$ cat config.mk
export PLATFORM = sky130hd
export DESIGN_NAME = ps2_kbd_rx_flat
export DESIGN_NICKNAME = d
export VERILOG_FILES = /design/src/rtl/ps2_kbd_rx_pkg.sv /design/src/rtl/ps2_kbd_rx_if.sv /design/src/rtl/ps2_kbd_rx_edge_filter.sv /design/src/rtl/ps2_kbd_rx.sv /design/src/flat_wrapper.sv
export SDC_FILE = /design/constraint.sdc
export NUM_CORES = 1
export LEC_CHECK = 0
export ABC_AREA = 1
export CELL_PAD_IN_SITES_DETAIL_PLACEMENT = 0
export CELL_PAD_IN_SITES_GLOBAL_PLACEMENT = 1
export CORE_MARGIN = 5
export CORE_UTILIZATION = 44
export CTS_CLUSTER_DIAMETER = 120
export DETAILED_ROUTE_END_ITERATION = 12
export HOLD_SLACK_MARGIN = 0.05
export PLACE_DENSITY = 0.86
export SLEW_MARGIN = 0
export SYNTH_ARGS = -nofsm -noshare
export SYNTH_HDL_FRONTEND = slang
export SYNTH_SLANG_ARGS = --single-unit
$ cat constraint.sdc
create_clock -name clk_sys -period 4.2 [get_ports clk_sys]
set_clock_uncertainty 0.1 [all_clocks]
set_input_delay 0.84 -clock clk_sys [delete_from_list [all_inputs] [get_ports clk_sys]]
set_output_delay 0.84 -clock clk_sys [all_outputs]
set_load 0.02 [all_outputs]
$ cat src/rtl/ps2_kbd_rx_pkg.sv
// ps2_pkg: shared definitions for the PS/2 keyboard receiver.
//   ps2_state_e    frame FSM states
//   PS2_EXT        0xE0 extended-key prefix
//   PS2_BRK        0xF0 break (key release) prefix
//   PS2_PAUSE      0xE1 Pause-key sequence introducer
//   PS2_PAUSE_LEN  bytes swallowed after 0xE1 before the Pause event
package ps2_pkg;

   typedef enum logic [1:0] {
      IDLE   = 2'd0,
      DATA   = 2'd1,
      PARITY = 2'd2,
      STOP   = 2'd3
   } ps2_state_e;

   localparam logic [7:0] PS2_EXT       = 8'hE0;
   localparam logic [7:0] PS2_BRK       = 8'hF0;
   localparam logic [7:0] PS2_PAUSE     = 8'hE1;
   localparam int         PS2_PAUSE_LEN = 7;

   // PS/2 uses odd parity over the eight data bits plus the parity bit.
   function automatic logic odd_parity_ok(input logic [7:0] data, input logic par);
      return ^{data, par};
   endfunction

endpackage

$ cat src/rtl/ps2_kbd_rx_if.sv
// ps2_kbd_rx_if: bundle between the I/O bridge / keyboard mapper and the
// PS/2 receiver.
//   ps2_clk, ps2_data   emulated PS/2 pair (asynchronous to clk_sys)
//   raw_strobe/raw_byte every good frame byte
//   key_strobe/key_code/key_ext/key_released  decoded make/break event
//   frame_err           parity, stop-bit or timeout failure pulse
// master: bridge + mapper side.  slave: the receiver.
interface ps2_kbd_rx_if;
   logic       ps2_clk;
   logic       ps2_data;
   logic       raw_strobe;
   logic [7:0] raw_byte;
   logic       key_strobe;
   logic [7:0] key_code;
   logic       key_ext;
   logic       key_released;
   logic       frame_err;

   modport master (
      output ps2_clk, ps2_data,
      input  raw_strobe, raw_byte, key_strobe, key_code, key_ext,
             key_released, frame_err
   );

   modport slave (
      input  ps2_clk, ps2_data,
      output raw_strobe, raw_byte, key_strobe, key_code, key_ext,
             key_released, frame_err
   );
endinterface

$ cat src/rtl/ps2_kbd_rx_edge_filter.sv
// ps2_edge_filter: 2-flop synchroniser, debounce and fall detector for the
// PS/2 clock line.
//   clk_sys  system clock
//   reset    synchronous, active-high
//   line_i   raw asynchronous line
//   fall_o   one-cycle pulse on an accepted 1->0 transition
// The filtered level only moves after FILTER consecutive synchronised
// samples disagree with it; it resets to 1 (idle PS/2 line).
module ps2_edge_filter #(
   parameter int FILTER = 4
) (
   input  logic clk_sys,
   input  logic reset,
   input  logic line_i,
   output logic fall_o
);

   localparam int CW = $clog2(FILTER + 1);

   logic [1:0]    sync_q;
   logic          level_q, level_d;
   logic          fall_q, fall_d;
   logic [CW-1:0] cnt_q, cnt_d;

   always_comb begin
      // NOTE: every output of this block gets a default first, so no path can infer a latch.
      level_d = level_q;
      fall_d  = 1'b0;
      cnt_d   = '0;
      if (sync_q[1] != level_q) begin
         if (cnt_q == CW'(FILTER - 1)) begin
            level_d = sync_q[1];
            fall_d  = level_q;            // was high, now accepted low
         end else begin
            cnt_d = cnt_q + 1'b1;
         end
      end
   end

   // NOTE: clocked state uses non-blocking assignments so every flop samples pre-edge values.
   always_ff @(posedge clk_sys) begin
      if (reset) begin
         sync_q  <= 2'b11;
         level_q <= 1'b1;
         fall_q  <= 1'b0;
         cnt_q   <= '0;
      end else begin
         sync_q  <= {sync_q[0], line_i};
         level_q <= level_d;
         fall_q  <= fall_d;
         cnt_q   <= cnt_d;
      end
   end

   assign fall_o = fall_q;

endmodule

$ cat src/rtl/ps2_kbd_rx.sv
// ps2_kbd_rx: PS/2 keyboard receiver between the I/O bridge and the PET
// keyboard-matrix mapper.
//   clk_sys  system clock, all logic on posedge
//   reset    synchronous, active-high, overrides everything
//   bus      ps2_kbd_rx_if.slave (PS/2 pair in, raw byte / key event out)
// Deserialises 11-bit frames (start, 8 data LSB-first, odd parity, stop),
// strips E0/F0 prefixes and collapses the 8-byte Pause sequence into one
// E1 event.  key_strobe lags raw_strobe by exactly one cycle.
// Optional: define PS2_RX_TIMEOUT_EN to abort frames stalled for TIMEOUT
// cycles without a clock fall.
module ps2_kbd_rx
   import ps2_pkg::*;
#(
   parameter int FILTER  = 4,
   parameter int TIMEOUT = 2048
) (
   input  logic        clk_sys,
   input  logic        reset,
   ps2_kbd_rx_if.slave bus
);

   logic       fall;
   logic [1:0] data_sync_q;
   logic       data_s;

   ps2_state_e state_q, state_d;
   logic [2:0] bitcnt_q, bitcnt_d;
   logic [7:0] sr_q, sr_d;
   logic       par_q, par_d;

   logic       raw_strobe_q, raw_strobe_d;
   logic [7:0] raw_byte_q, raw_byte_d;
   logic       frame_err_q, frame_err_d;

   logic [2:0] skip_q, skip_d;
   logic       ext_f_q, ext_f_d;
   logic       rel_f_q, rel_f_d;
   logic       key_strobe_q, key_strobe_d;
   logic [7:0] key_code_q, key_code_d;
   logic       key_ext_q, key_ext_d;
   logic       key_rel_q, key_rel_d;

`ifdef PS2_RX_TIMEOUT_EN
   localparam int TO_W = $clog2(TIMEOUT + 1);
   logic [TO_W-1:0] to_cnt_q, to_cnt_d;
`else
   // TIMEOUT only matters when the stall counter is built in.
   logic [31:0] unused_timeout;
   assign unused_timeout = 32'(TIMEOUT);
`endif

   ps2_edge_filter #(.FILTER(FILTER)) u_clk_filter (
      .clk_sys (clk_sys),
      .reset   (reset),
      .line_i  (bus.ps2_clk),
      .fall_o  (fall)
   );

   // Data is stable for a whole half-period around the fall, so the
   // synchroniser alone is enough; its shorter latency does not matter.
   assign data_s = data_sync_q[1];

   always_comb begin
      state_d      = state_q;
      bitcnt_d     = bitcnt_q;
      sr_d         = sr_q;
      par_d        = par_q;
      raw_strobe_d = 1'b0;
      raw_byte_d   = raw_byte_q;
      frame_err_d  = 1'b0;
      skip_d       = skip_q;
      ext_f_d      = ext_f_q;
      rel_f_d      = rel_f_q;
      key_strobe_d = 1'b0;
      key_code_d   = key_code_q;
      key_ext_d    = key_ext_q;
      key_rel_d    = key_rel_q;
`ifdef PS2_RX_TIMEOUT_EN
      to_cnt_d     = to_cnt_q;
`endif

      // Frame FSM, advanced only on an accepted clock fall.
      if (fall) begin
         case (state_q)
            IDLE: begin
               if (!data_s) begin        // a high start bit is line noise
                  state_d  = DATA;
                  bitcnt_d = '0;
               end
            end
            DATA: begin
               sr_d     = {data_s, sr_q[7:1]};
               bitcnt_d = bitcnt_q + 3'd1;
               if (bitcnt_q == 3'd7) state_d = PARITY;
            end
            PARITY: begin
               par_d   = data_s;
               state_d = STOP;
            end
            STOP: begin
               if (data_s && odd_parity_ok(sr_q, par_q)) begin
                  raw_byte_d   = sr_q;
                  raw_strobe_d = 1'b1;
               end else begin
                  frame_err_d = 1'b1;
               end
               state_d = IDLE;
            end
            default: state_d = IDLE;
         endcase
      end

      // Prefix decoder, one cycle behind the raw byte.  The Pause tail is
      // swallowed wholesale, including any E0/F0 bytes inside it.
      if (raw_strobe_q) begin
         if (skip_q != '0) begin
            skip_d = skip_q - 3'd1;
            if (skip_q == 3'd1) begin
               key_strobe_d = 1'b1;
               key_code_d   = PS2_PAUSE;
               key_ext_d    = 1'b0;
               key_rel_d    = 1'b0;
            end
         end else if (raw_byte_q == PS2_PAUSE) begin
            skip_d = 3'(PS2_PAUSE_LEN);
         end else if (raw_byte_q == PS2_EXT) begin
            ext_f_d = 1'b1;
         end else if (raw_byte_q == PS2_BRK) begin
            rel_f_d = 1'b1;
         end else begin
            key_strobe_d = 1'b1;
            key_code_d   = raw_byte_q;
            key_ext_d    = ext_f_q;
            key_rel_d    = rel_f_q;
            ext_f_d      = 1'b0;
            rel_f_d      = 1'b0;
         end
      end

`ifdef PS2_RX_TIMEOUT_EN
      // Stall watchdog; placed last so an abort wins over the assignments
      // above.  A stray half-byte also invalidates any pending prefix.
      if (fall || state_q == IDLE) begin
         to_cnt_d = '0;
      end else if (to_cnt_q == TO_W'(TIMEOUT - 1)) begin
         to_cnt_d    = '0;
         state_d     = IDLE;
         sr_d        = '0;
         frame_err_d = 1'b1;
         ext_f_d     = 1'b0;
         rel_f_d     = 1'b0;
      end else begin
         to_cnt_d = to_cnt_q + 1'b1;
      end
`endif
   end

   always_ff @(posedge clk_sys) begin
      if (reset) begin
         data_sync_q  <= 2'b11;
         state_q      <= IDLE;
         bitcnt_q     <= '0;
         sr_q         <= '0;
         par_q        <= 1'b0;
         raw_strobe_q <= 1'b0;
         raw_byte_q   <= '0;
         frame_err_q  <= 1'b0;
         skip_q       <= '0;
         ext_f_q      <= 1'b0;
         rel_f_q      <= 1'b0;
         key_strobe_q <= 1'b0;
         key_code_q   <= '0;
         key_ext_q    <= 1'b0;
         key_rel_q    <= 1'b0;
`ifdef PS2_RX_TIMEOUT_EN
         to_cnt_q     <= '0;
`endif
      end else begin
         data_sync_q  <= {data_sync_q[0], bus.ps2_data};
         state_q      <= state_d;
         bitcnt_q     <= bitcnt_d;
         sr_q         <= sr_d;
         par_q        <= par_d;
         raw_strobe_q <= raw_strobe_d;
         raw_byte_q   <= raw_byte_d;
         frame_err_q  <= frame_err_d;
         skip_q       <= skip_d;
         ext_f_q      <= ext_f_d;
         rel_f_q      <= rel_f_d;
         key_strobe_q <= key_strobe_d;
         key_code_q   <= key_code_d;
         key_ext_q    <= key_ext_d;
         key_rel_q    <= key_rel_d;
`ifdef PS2_RX_TIMEOUT_EN
         to_cnt_q     <= to_cnt_d;
`endif
      end
   end

   assign bus.raw_strobe   = raw_strobe_q;
   assign bus.raw_byte     = raw_byte_q;
   assign bus.key_strobe   = key_strobe_q;
   assign bus.key_code     = key_code_q;
   assign bus.key_ext      = key_ext_q;
   assign bus.key_released = key_rel_q;
   assign bus.frame_err    = frame_err_q;

endmodule

$ cat src/flat_wrapper.sv
// flat-port wrapper written by rule: the top's interface ports become plain ports
module ps2_kbd_rx_flat import ps2_pkg::*;
#(
   parameter int FILTER  = 4,
   parameter int TIMEOUT = 2048
)
  (clk_sys, reset, bus_ps2_clk, bus_ps2_data, bus_raw_strobe, bus_raw_byte, bus_key_strobe, bus_key_code, bus_key_ext, bus_key_released, bus_frame_err);
  ps2_kbd_rx_if bus_i ();
  input  logic clk_sys;
  input  logic reset;
  input wire logic [$bits(bus_i.ps2_clk)-1:0] bus_ps2_clk;
  input wire logic [$bits(bus_i.ps2_data)-1:0] bus_ps2_data;
  output wire logic [$bits(bus_i.raw_strobe)-1:0] bus_raw_strobe;
  output wire logic [$bits(bus_i.raw_byte)-1:0] bus_raw_byte;
  output wire logic [$bits(bus_i.key_strobe)-1:0] bus_key_strobe;
  output wire logic [$bits(bus_i.key_code)-1:0] bus_key_code;
  output wire logic [$bits(bus_i.key_ext)-1:0] bus_key_ext;
  output wire logic [$bits(bus_i.key_released)-1:0] bus_key_released;
  output wire logic [$bits(bus_i.frame_err)-1:0] bus_frame_err;
  assign bus_i.ps2_clk = bus_ps2_clk;
  assign bus_i.ps2_data = bus_ps2_data;
  assign bus_raw_strobe = bus_i.raw_strobe;
  assign bus_raw_byte = bus_i.raw_byte;
  assign bus_key_strobe = bus_i.key_strobe;
  assign bus_key_code = bus_i.key_code;
  assign bus_key_ext = bus_i.key_ext;
  assign bus_key_released = bus_i.key_released;
  assign bus_frame_err = bus_i.frame_err;
  ps2_kbd_rx #(.FILTER(FILTER), .TIMEOUT(TIMEOUT)) u_core (.clk_sys(clk_sys), .reset(reset), .bus(bus_i));
endmodule
[Word level (Yosys, flattened, before mapping)]
Index checks and enable logic that the tools add are counted.
Operators by class
  reductions and logical operators: 20
  bitwise gates (word level): 8
  multiplexer cells: 31
  eq/ne operators: 17
  add/sub/neg operators: 3
Operators with widths (count)
  8-bit 2-to-1 mux: 5
  8-bit == test, second input constant: 3
  1-bit 2-to-1 mux: 19
  2-bit by 1-bit != test with 1-bit output, second input constant: 5
  3-bit 2-to-1 mux: 3
  3-bit AND reduction: 3
  3-bit OR reduction: 3
  9-bit parity: 1
  1-bit inverter: 8
  2-bit one-hot mux with 4 select lines: 1
  2-bit AND reduction: 4
  4-bit AND reduction: 2
  3-bit by 1-bit adder with 3-bit output, second input constant: 2
  3-bit one-hot mux with 2 select lines: 1
  5-bit AND reduction: 1
  2-bit == test, second input constant: 2
  2-bit 2-to-1 mux: 2
  2-bit != test, second input constant: 2
  2-bit nonzero test: 2
  3-bit by 1-bit == test with 1-bit output, second input constant: 1
  3-bit by 2-bit == test with 1-bit output, second input constant: 1
  3-bit == test, second input constant: 1
  3-bit nonzero test: 1
  3-bit by 1-bit subtractor with 3-bit output, second input constant: 1
  5 further kinds: 5
Word-level totals
  register bits after elaboration: 49
  word-level logic and storage cells: 98
  output and inout port bits: 21

[Longest topological paths before layout]
  depth in word-level cells: 5
  mapped depth: 12
  depth with buffers taken out: 12

[Cells and area by module]
A second synthesis with hierarchy kept.
Unflattened totals
  cells, all modules: 309
  area total of the unflattened synthesis: 2253.4 sq um
By module, submodules not included
  ps2_kbd_rx: area each 1996.9 sq um, times used 1, cells an instance 280, seq. area each 840.8 sq um
  ps2_edge_filter: area each 256.5 sq um, times used 1, cells an instance 29, seq. area each 140.1 sq um

[Worst setup path after synthesis]
Ideal clock, no wire load.
  path kind: input to register
  from: in reset
  to: reg u_core.raw_byte_q[0], in the netlist u_core.bus.raw_byte[0]
  path slack: 2403 ps
  data required time: 3991 ps
  stages on the path: 7
  library setup time: 109 ps
  arrival time: 1588 ps
  buffers on the path: 2
  cells stage by stage: buf_2 -> clkinv_1 -> clkbuf_1 -> nand2_1 -> nand2_1 -> nand2_1 -> inv_1
RTL lines
  start, declared: line flat_wrapper.sv:10  | input logic reset;
  end signal, assigned: line ps2_kbd_rx.sv:185  | raw_byte_q <= raw_byte_d;
  end, declared: line ps2_kbd_rx.sv:32  | logic [7:0] raw_byte_q, raw_byte_d;

==> flow_metrics.env <==
export IMPL_grt_max_degree=29
export IMPL_syn_area_mm2=0.00226
export IMPL_fill_cells=509
export IMPL_yosys_warnings=0
export IMPL_min_period_over_period=0.630
export IMPL_drt_first_pass_iters=4
export IMPL_yosysUniqueCellTypes=28
export IMPL_area_growth_pct=17.0
export IMPL_synth_seq_cells=49
export IMPL_drcViolationCount=0
export IMPL_maxSlewViolCount=0
export IMPL_grt_pass1_wl_um=7430
export IMPL_min_period_ns=2.65
export IMPL_dpl_hpwl_um=3140
export IMPL_antenna_cells=0
export IMPL_chipWidth_um=81.7
export IMPL_power_density_mw_per_mm2=291
export IMPL_drive_gt1_frac=0.0976
export IMPL_overflow=0
export IMPL_whs_ns=0.320
export IMPL_startpoint_type="input port"
export IMPL_rows=26
export IMPL_arrival_ns=2.75
export IMPL_irDropWorstVdd_v=0.000154
export IMPL_root_buffer="clkbuf_8"
export IMPL_rsz0062_at_grt="no"
export IMPL_vias_per_cell=4.71
export IMPL_setup_tns_ns=0
export IMPL_whs_path_depth=1
export IMPL_cts_tree="yes"
export IMPL_yosysTopAreaCell="dfxtp_1"
export IMPL_routed_wl_met3_um=197
export IMPL_avgSynthCellArea_um2=7.47
export IMPL_vias=1874
export IMPL_dp_cells=390
export IMPL_p_leak_nw=1.26
export IMPL_cp_data_required_time_ns=4.30
export IMPL_drv_cap=0
export IMPL_first_iter_violations=103
export IMPL_gr_usage_all_layers=0.142
export IMPL_finalSetupViolCount=0
export IMPL_io_pin_count=25
export IMPL_wl_um=4280
export IMPL_post_route_util=0.525
export IMPL_status="complete, no violations"
export IMPL_grt_pass1_vias=1741
export IMPL_clkTransAtPathRegs_ns=0.09
export IMPL_clkSinkCount=49
export IMPL_hold_viol=0
export IMPL_routedLengthMet1_um=2020
export IMPL_grt_antenna_before_repair=0
export IMPL_ys_seq_area_frac=0.433
export IMPL_die_area_mm2=0.00668
export IMPL_multiInputGateArea_mm2=0.00105
export IMPL_synth_top_cell_area_share=0.433
export IMPL_cp_end_kind="flip-flop"
export IMPL_port_buffers=24
export IMPL_cts_made_buffers=5
export IMPL_ant_nets=0
export IMPL_holdBufCountCts=0
export IMPL_core_mm2=0.00504
export IMPL_post_place_ws_ns=1.20
export IMPL_worst_slew_pin_slew_ns=0.748
export IMPL_htreeDepth=2
export IMPL_nets=342
export IMPL_syn_num_nets=318
export IMPL_reg2reg_depth=9
export IMPL_top_layer_used="met4"
export IMPL_synthCells=303
export IMPL_finalNonFillerCells=398
export IMPL_path_class="in2reg"
export IMPL_start_util=0.449
export IMPL_clkLatencyLatePin_ns=0.30
export IMPL_setup_ws_ns=1.55
export IMPL_die_h_um=81.7
export IMPL_synth_area_leaders="dfxtp_1 43%, nand2_1 12%, inv_1 8.0%, ha_1 6.1%, o21ai_0 5.3%"
export IMPL_wl_per_cell_um=10.7
export IMPL_path_max_fanout=28
export IMPL_postCtsSetupRepairBufs=0
export IMPL_cts_resized=0
export IMPL_hp_class="reg2reg"
export IMPL_clockBufferDepth=2
export IMPL_relSlewSlack=0.498
export IMPL_gp_congestion=0.783
export IMPL_met2_length_um=1990
export IMPL_regArea_um2=981
export IMPL_clock_fmax_mhz=378
[critical path, stage by stage]
cell	delay, ns
clkdlybuf4s50_1	0.45
buf_4	0.24
clkinv_1	0.64
nand2_1	0.29
nor2_1	0.07
o21ai_0	0.15
inv_1	0.05
[layer usage]
layer,up-vias,global-route usage
li1,1005,-
met1,834,0.167
met5,-,0
met3,5,0.0351
met2,30,0.246
met4,0,0.0581
[cell usage after synthesis, drive strengths merged]
cell / instances
o2111ai: 1
nand3: 18
nor3: 4
a21oi: 22
dfxtp: 49
nand4: 10
o21ai: 24
ha: 11
a21boi: 1
inv: 48
xnor2: 1
clkbuf: 5
clkinv: 1
a211oi: 1
nand2: 80
nor2: 16
or2: 8
buf: 3
[cells in the final DEF (no fill, tap or decap), types with 2 or more instances in the layout]
cell type / netlist / final
o21ai_0: 24 / 24
nand2_1: 73 / 73
nor3_1: 4 / 4
nand3_2: 2 / 2
a21oi_1: 18 / 18
clkdlybuf4s50_1: 0 / 24
dfxtp_1: 49 / 49
ha_1: 11 / 11
inv_1: 48 / 48
nand2_2: 5 / 5
nand3_1: 16 / 16
a21oi_2: 4 / 4
nor2_1: 14 / 14
nand2_4: 2 / 2
or2_2: 7 / 7
nand4_1: 9 / 9
clkbuf_8: 0 / 6
[state kept, by name, summed over array words and instances (netlist names), 2 cells and up]
| signal | count |
|---|---|
| u_core.bitcnt_q | 3 |
| u_core.bus.key_code | 8 |
| u_core.bus.raw_byte | 8 |
| u_core.data_sync_q | 2 |
| u_core.skip_q | 3 |
| u_core.sr_q | 8 |
| u_core.state_q | 2 |
| u_core.u_clk_filter.cnt_q | 3 |
| u_core.u_clk_filter.sync_q | 2 |
[kinds of logic after synthesis]
family | count (synthesis) | synth area share
compound gates | 49 | 0.119
xor+xnor | 1 | 0.00387
fa+ha+maj | 11 | 0.0608
buf+inv | 57 | 0.102
flops | 49 | 0.433
simple gates | 136 | 0.281
[path summary, 6_finish.rpt]
kind / startpoint / to / slack, ns
max: reset / u_core.bus.key_code[1] / 1.55
min: u_core.data_sync_q[0] / u_core.data_sync_q[1] / 0.32
max reg2reg: u_core.skip_q[0] / u_core.bus.key_ext / 2.54
min reg2reg: u_core.data_sync_q[0] / u_core.data_sync_q[1] / 0.32
[through the flow]
step | power [mW] | instance area [um^2]
after floorplan | 0.489 | 2260
after global placement | 0.495 | 2550
after detailed placement | 0.495 | 2550
after CTS | 0.783 | 2650
after global routing | 0.807 | 2650
final | 0.771 | 2650
[final cells by class]
cell class	instances	share of cell area
clock buffer	6	0.0312
sequential	49	0.370
inverter	49	0.0694
multi-input combinational	197	0.397
tap	70	0.0331
timing repair buffer	25	0.0935
clock inverter	2	0.00520
[power by group]
group | switching, mW | internal (mW) | total (mW)
sequential | 0.00195 | 0.466 | 0.468
clock | 0.154 | 0.134 | 0.287
combinational | 0.00963 | 0.00600 | 0.0156
total | 0.165 | 0.606 | 0.771
No activity file was read; power rests on OpenSTA's default activity.
